===== src/rtl/display_scheduler.sv =====
// display_scheduler: chooses what the 3-digit FND shows.
// Sources by priority: error (highest), message, emulator page (lowest).
// Errors and messages are held for HOLD_TICKS ticks of TICK_DIV MCLK cycles.
// A message arriving while an error is shown waits in a one-deep pending slot.
// Optional build macro: DISPLAY_SCHEDULER_ERR_BLINK_EN blinks the error display
// once per tick; without it the error display is steady.
module display_scheduler #(
  parameter logic [23:0] TICK_DIV   = 24'd48000,
  parameter logic [15:0] HOLD_TICKS = 16'd1500
) (
  input  logic        MCLK,
  input  logic        RESET,
  input  logic        PAGE_VALID,
  input  logic [11:0] PAGE_VAL,
  input  logic        MSG_REQ,
  input  logic [11:0] MSG_VAL,
  input  logic        ERR_REQ,
  input  logic [7:0]  ERR_CODE,
  output logic [11:0] DISP_VAL,
  output logic        DISP_BLANK,
  output logic [1:0]  DISP_SRC,
  output logic        MSG_ACK,
  output logic        ERR_ACK
);

  typedef enum logic [1:0] {
    PAGE     = 2'd0,
    SHOW_MSG = 2'd1,
    SHOW_ERR = 2'd2
  } state_t;

  localparam logic [1:0] SRC_PAGE  = 2'b00;
  localparam logic [1:0] SRC_MSG   = 2'b01;
  localparam logic [1:0] SRC_ERR   = 2'b10;
  localparam logic [1:0] SRC_BLANK = 2'b11;

  state_t      state, state_n;
  logic [23:0] presc, presc_n;
  logic [15:0] ticks, ticks_n;
  logic [11:0] msg_latch, msg_n;
  logic [7:0]  err_latch, err_n;
  logic        pend_valid, pend_valid_n;
  logic [11:0] pend_val, pend_val_n;
  logic        restart;
  logic        tick;
  logic        expire;
  logic [11:0] disp_val_n;
  logic        disp_blank_n;
  logic [1:0]  disp_src_n;
  logic        msg_ack_n;
  logic        err_ack_n;
`ifdef DISPLAY_SCHEDULER_ERR_BLINK_EN
  logic        blink, blink_n;
`endif

  // State register; a synchronous reset returns to the page display.
  always_ff @(posedge MCLK) begin
    // NOTE: clocked state uses non-blocking (<=) so every register samples
    // pre-edge values; blocking (=) here would create order-dependent races.
    if (RESET) state <= PAGE;
    else       state <= state_n;
  end

  // Next-state, hold timer and next-output decode.
  always_comb begin
    // NOTE: every variable gets a default first so no path leaves one
    // unassigned, which would otherwise infer a latch.
    state_n      = state;
    msg_n        = msg_latch;
    err_n        = err_latch;
    pend_valid_n = pend_valid;
    pend_val_n   = pend_val;
    restart      = 1'b0;
    msg_ack_n    = 1'b0;
    err_ack_n    = 1'b0;
    presc_n      = presc;
    ticks_n      = ticks;
    disp_val_n   = 12'h000;
    disp_blank_n = 1'b1;
    disp_src_n   = SRC_BLANK;

    tick   = (state != PAGE) && (presc == TICK_DIV - 24'd1);
    expire = tick && (ticks == HOLD_TICKS - 16'd1);

    if (ERR_REQ) begin
      // Errors always win; a simultaneous message is parked as pending.
      err_n     = ERR_CODE;
      err_ack_n = 1'b1;
      state_n   = SHOW_ERR;
      restart   = 1'b1;
      if (MSG_REQ) begin
        pend_valid_n = 1'b1;
        pend_val_n   = MSG_VAL;
        msg_ack_n    = 1'b1;
      end
    end else if (MSG_REQ) begin
      msg_ack_n = 1'b1;
      if (state == SHOW_ERR && !expire) begin
        pend_valid_n = 1'b1;
        pend_val_n   = MSG_VAL;
      end else begin
        // Also covers an error expiring this cycle: the fresh message is the
        // newest one, so it is shown directly and supersedes any pending one.
        msg_n        = MSG_VAL;
        state_n      = SHOW_MSG;
        restart      = 1'b1;
        pend_valid_n = 1'b0;
      end
    end else if (expire) begin
      restart = 1'b1;
      if (state == SHOW_ERR && pend_valid) begin
        msg_n        = pend_val;
        pend_valid_n = 1'b0;
        state_n      = SHOW_MSG;
      end else begin
        state_n = PAGE;
      end
    end

    // Prescaler and tick counter; idle at zero in PAGE, never wrap.
    if (restart) begin
      presc_n = 24'd0;
      ticks_n = 16'd0;
    end else if (state != PAGE) begin
      if (tick) begin
        presc_n = 24'd0;
        ticks_n = ticks + 16'd1;
      end else begin
        presc_n = presc + 24'd1;
      end
    end

`ifdef DISPLAY_SCHEDULER_ERR_BLINK_EN
    blink_n = blink;
    if (restart)                      blink_n = 1'b0;
    else if (state == SHOW_ERR && tick) blink_n = ~blink;
`endif

    // Display values follow the state being entered, so they appear one
    // cycle after the accepting edge.
    case (state_n)
      SHOW_MSG: begin
        disp_val_n   = msg_n;
        disp_blank_n = 1'b0;
        disp_src_n   = SRC_MSG;
      end
      SHOW_ERR: begin
        disp_val_n   = {4'hE, err_n};
        disp_src_n   = SRC_ERR;
`ifdef DISPLAY_SCHEDULER_ERR_BLINK_EN
        disp_blank_n = blink_n;
`else
        disp_blank_n = 1'b0;
`endif
      end
      default: begin
        if (PAGE_VALID) begin
          disp_val_n   = PAGE_VAL;
          disp_blank_n = 1'b0;
          disp_src_n   = SRC_PAGE;
        end
      end
    endcase
  end

  // Datapath, latches and registered outputs.
  always_ff @(posedge MCLK) begin
    if (RESET) begin
      presc      <= 24'd0;
      ticks      <= 16'd0;
      msg_latch  <= 12'h000;
      err_latch  <= 8'h00;
      pend_valid <= 1'b0;
      pend_val   <= 12'h000;
      DISP_VAL   <= 12'h000;
      DISP_BLANK <= 1'b1;
      DISP_SRC   <= SRC_BLANK;
      MSG_ACK    <= 1'b0;
      ERR_ACK    <= 1'b0;
`ifdef DISPLAY_SCHEDULER_ERR_BLINK_EN
      blink      <= 1'b0;
`endif
    end else begin
      presc      <= presc_n;
      ticks      <= ticks_n;
      msg_latch  <= msg_n;
      err_latch  <= err_n;
      pend_valid <= pend_valid_n;
      pend_val   <= pend_val_n;
      DISP_VAL   <= disp_val_n;
      DISP_BLANK <= disp_blank_n;
      DISP_SRC   <= disp_src_n;
      MSG_ACK    <= msg_ack_n;
      ERR_ACK    <= err_ack_n;
`ifdef DISPLAY_SCHEDULER_ERR_BLINK_EN
      blink      <= blink_n;
`endif
    end
  end

endmodule

===== config.mk =====
export PLATFORM = sky130hd
export DESIGN_NAME = display_scheduler
export DESIGN_NICKNAME = d
export VERILOG_FILES = /design/src/rtl/display_scheduler.sv
export SDC_FILE = /design/constraint.sdc
export NUM_CORES = 1
export LEC_CHECK = 0
export CORE_MARGIN = 2
export CORE_UTILIZATION = 59
export CTS_CLUSTER_DIAMETER = 120
export CTS_CLUSTER_SIZE = 14
export DETAILED_ROUTE_END_ITERATION = 10
export PLACE_DENSITY = 0.95
export SYNTH_ARGS = -nofsm -noshare
export SYNTH_HDL_FRONTEND = slang
export SYNTH_SLANG_ARGS = --single-unit

===== constraint.sdc =====
create_clock -name MCLK -period 8.7 [get_ports MCLK]
set_input_delay 2.175 -clock MCLK [delete_from_list [all_inputs] [get_ports MCLK]]
set_output_delay 2.175 -clock MCLK [all_outputs]
set_load 0.01 [all_outputs]

==> results.cfg <==
[detailed_routing]
wl_mm = 10.2
wl_per_cell_um = 17.3
routed_via_density = 6.29
drt_iter0_markers = 385
drtPass1Iterations = 5
drc_errors = 0
vias = 3702
ant_nets = 0

[placed_design]
dp_hpwl_mm = 6.93
gp_congestion = 0.849
port_buffers = 53
dp_cells = 573

[floorplanning]
die_width_um = 87.0
start_util_pct = 60.5
row_count = 30
core_area_mm2 = 0.00672
die_h_um = 87.0
die_area_mm2 = 0.00757
ios = 54

[setup_path]
rr_worst_depth = 12
cp.required_ns = 9.00
startpoint_type = primary input
critPathMaxFanout = 20
worstSetupPathType = primary input to register
slowest_delay_ns = 0.88
r2r-end = DISP_VAL[11]$_SDFF_PP0_
reg2reg_slack_ns = 4.31
cp_slowest_cell = clkdlybuf4s50_1
cp_cell_sequence = clkdlybuf4s50_1 -> a31oi_1 -> inv_1 -> ha_1 -> nand2b_1 -> or2_2 -> nand2b_1 -> a21oi_1 -> a221oi_1 -> o21ai_1
crit-reg2reg-launch = ticks[12]$_SDFFE_PP0P_
cp.arrival_ns = 5.76
path_common_cell = nand2b_1
setup.worst_path.end_class = register

[sta]
fin_skew_ns = 0.0107
layout_min_cycle_time_ns = 5.46
slew-limit-headroom_pct = 30.8
maxSlewViolCount = 0
rsz0062_at_grt = false
finalCritPeriodShare_pct = 62.7
worst_pin_slew_ns = 1.03
setup_viol = 0
finalHoldViolCount = 0
max_freq_mhz = 183
setup_tns_ns = 0
hold_slack_ns = 0.504

[yosys]
syn_area_mm2 = 0.00406
ys_warn_count = 0
avgSynthCellArea_um2 = 8.85
async_flop_share_pct = 0
syn-num-nets = 500
syn-instance-count = 459
ys_ff_latch = 92
ys_types = 47
yosys_most_used_dff = dfxtp_1
seq_area_frac_synth_pct = 45.3
synth_edf_count = 0

[power]
p_leak_nw = 1.75
ir_drop_mv = 0.158
power.density_mw_per_mm2 = 180

[global_route]
grt_overflow_total = 0
grt_pass1_wl_mm = 16.3
antenna_found_initial = 0
grt_max_degree = 41
grt_use_total_pct = 27.4
first_global_vias = 3582

[clock_tree]
post_cts_resized = 0
cts_buffer_depth = 2
post-cts-setup-buffer-count = 0
cts-hold-fix-buffers = 0
numCtsBuffers = 9
clk_pin_slew_worst_paths_ns = 0.09
cts-root-buf = clkbuf_8
htree_levels = 3
cts_num_sinks = 92
clk_latency_ns = 0.36
cts_tree = yes

[finish]
seqCellArea_mm2 = 0.00184
stdcell_count = 589
layout_common_cells = 92 x dfxtp_1, 71 x nor2_1, 53 x clkdlybuf4s50_1
final_common_cell = dfxtp_1
fill_cells = 482
drive_above_1_share_pct = 6.29
n_antenna_cell = 0
multi_input_area_mm2 = 0.00211
fin_nets = 545
area_delta_synth_final_pct = 19.5
post-route-util_pct = 72.3

[hold_path]
hold_class = register to register
worst_hold_path.num_cells = 2
hold_end = ticks[8]$_SDFFE_PP0P_
min-delay-start = ticks[8]$_SDFFE_PP0P_

[status]
status = finished, final reports clean

[flow_run]
cap_violations = 0
==> synthesized netlist by cell type (all sizes together) (10+ instances only) <==
master	n	area, um^2
dfxtp	92	1840
nor2	71	267
nand2	27	101
nand3	25	125
xor2	23	201
a21oi	22	110
o21ai	22	114
mux2i	20	200
o22ai	16	100
clkbuf	15	56.3
nand4	13	87.6
xnor2	11	96.3
a22oi	10	75.1
and3	10	62.6
==> area by class of cell <==
type / instances / area share (%)
multi-input combinational: 338 / 43.4
timing repair buffer: 55 / 11.2
inverter: 8 / 0.618
clock buffer: 10 / 2.83
clock inverter: 6 / 1.93
tap: 80 / 2.06
sequential: 92 / 37.9
==> worst max path at each step <==
stage	start	slack [ns]	endpoint
CTS	ERR_REQ	3.42	DISP_VAL[11]$_SDFF_PP0_
detailed placement	ERR_REQ	3.12	DISP_VAL[3]$_SDFF_PP0_
global placement	ERR_REQ	3.23	DISP_VAL[10]$_SDFF_PP0_
global route	ERR_REQ	3.09	DISP_VAL[11]$_SDFF_PP0_
floorplan	ERR_REQ	3.97	DISP_VAL[0]$_SDFF_PP0_
finish	ERR_REQ	3.24	DISP_VAL[11]$_SDFF_PP0_
==> cell families after synthesis <==
family	count (synthesis)	share of synthesized area [%]
flip-flops	92	45.3
XOR/XNOR	34	7.33
adder cells (fa/ha/maj)	4	1.23
AND/OR/NAND/NOR	191	24.6
AO/OA/AOI/OAI	88	13.5
multiplexers	21	5.20
buffers and inverters	29	2.80
==> registers in the layout, indices dropped and copies added (netlist names) <==
name,cells
presc,24
ticks,16
DISP_VAL,12
msg_latch,12
pend_val,12
err_latch,8
DISP_SRC,2
state,2
DISP_BLANK,1
ERR_ACK,1
MSG_ACK,1
pend_valid,1
==> per-stage QoR <==
stage	area [um^2]	setup slack, ns	power (mW)
5_1_grt	4860	3.09	0.899
3_3_place_gp	4630	3.23	0.547
4_1_cts	4860	3.42	0.870
6_report	4860	3.24	0.873
3_5_place_dp	4630	3.12	0.552
2_1_floorplan	4060	3.97	0.507
==> power by group <==
part | switching (mW) | internal (mW) | total [mW]
sequential | 0.0102 | 0.438 | 0.448
clock | 0.154 | 0.172 | 0.327
combinational | 0.0515 | 0.0466 | 0.0981
total | 0.216 | 0.656 | 0.873
==> routing by layer <==
layer | GRT usage (%) | vias to the layer above | wire length (um)
li1 | - | 1729 | -
met1 | 33.7 | 1754 | 4280
met2 | 43.4 | 187 | 4910
met3 | 7.68 | 32 | 732
met4 | 14.8 | 0 | 283
met5 | 0 | - | 0
==> worst max-delay path: cells and delay by family <==
kind | cells | cell delay [ns]
adder cells (fa/ha/maj) | 1 | 0.36
AO/OA/AOI/OAI | 4 | 1.52
AND/OR/NAND/NOR | 3 | 0.71
buffers and inverters | 2 | 0.97
Power figures use the tool's default switching activity.
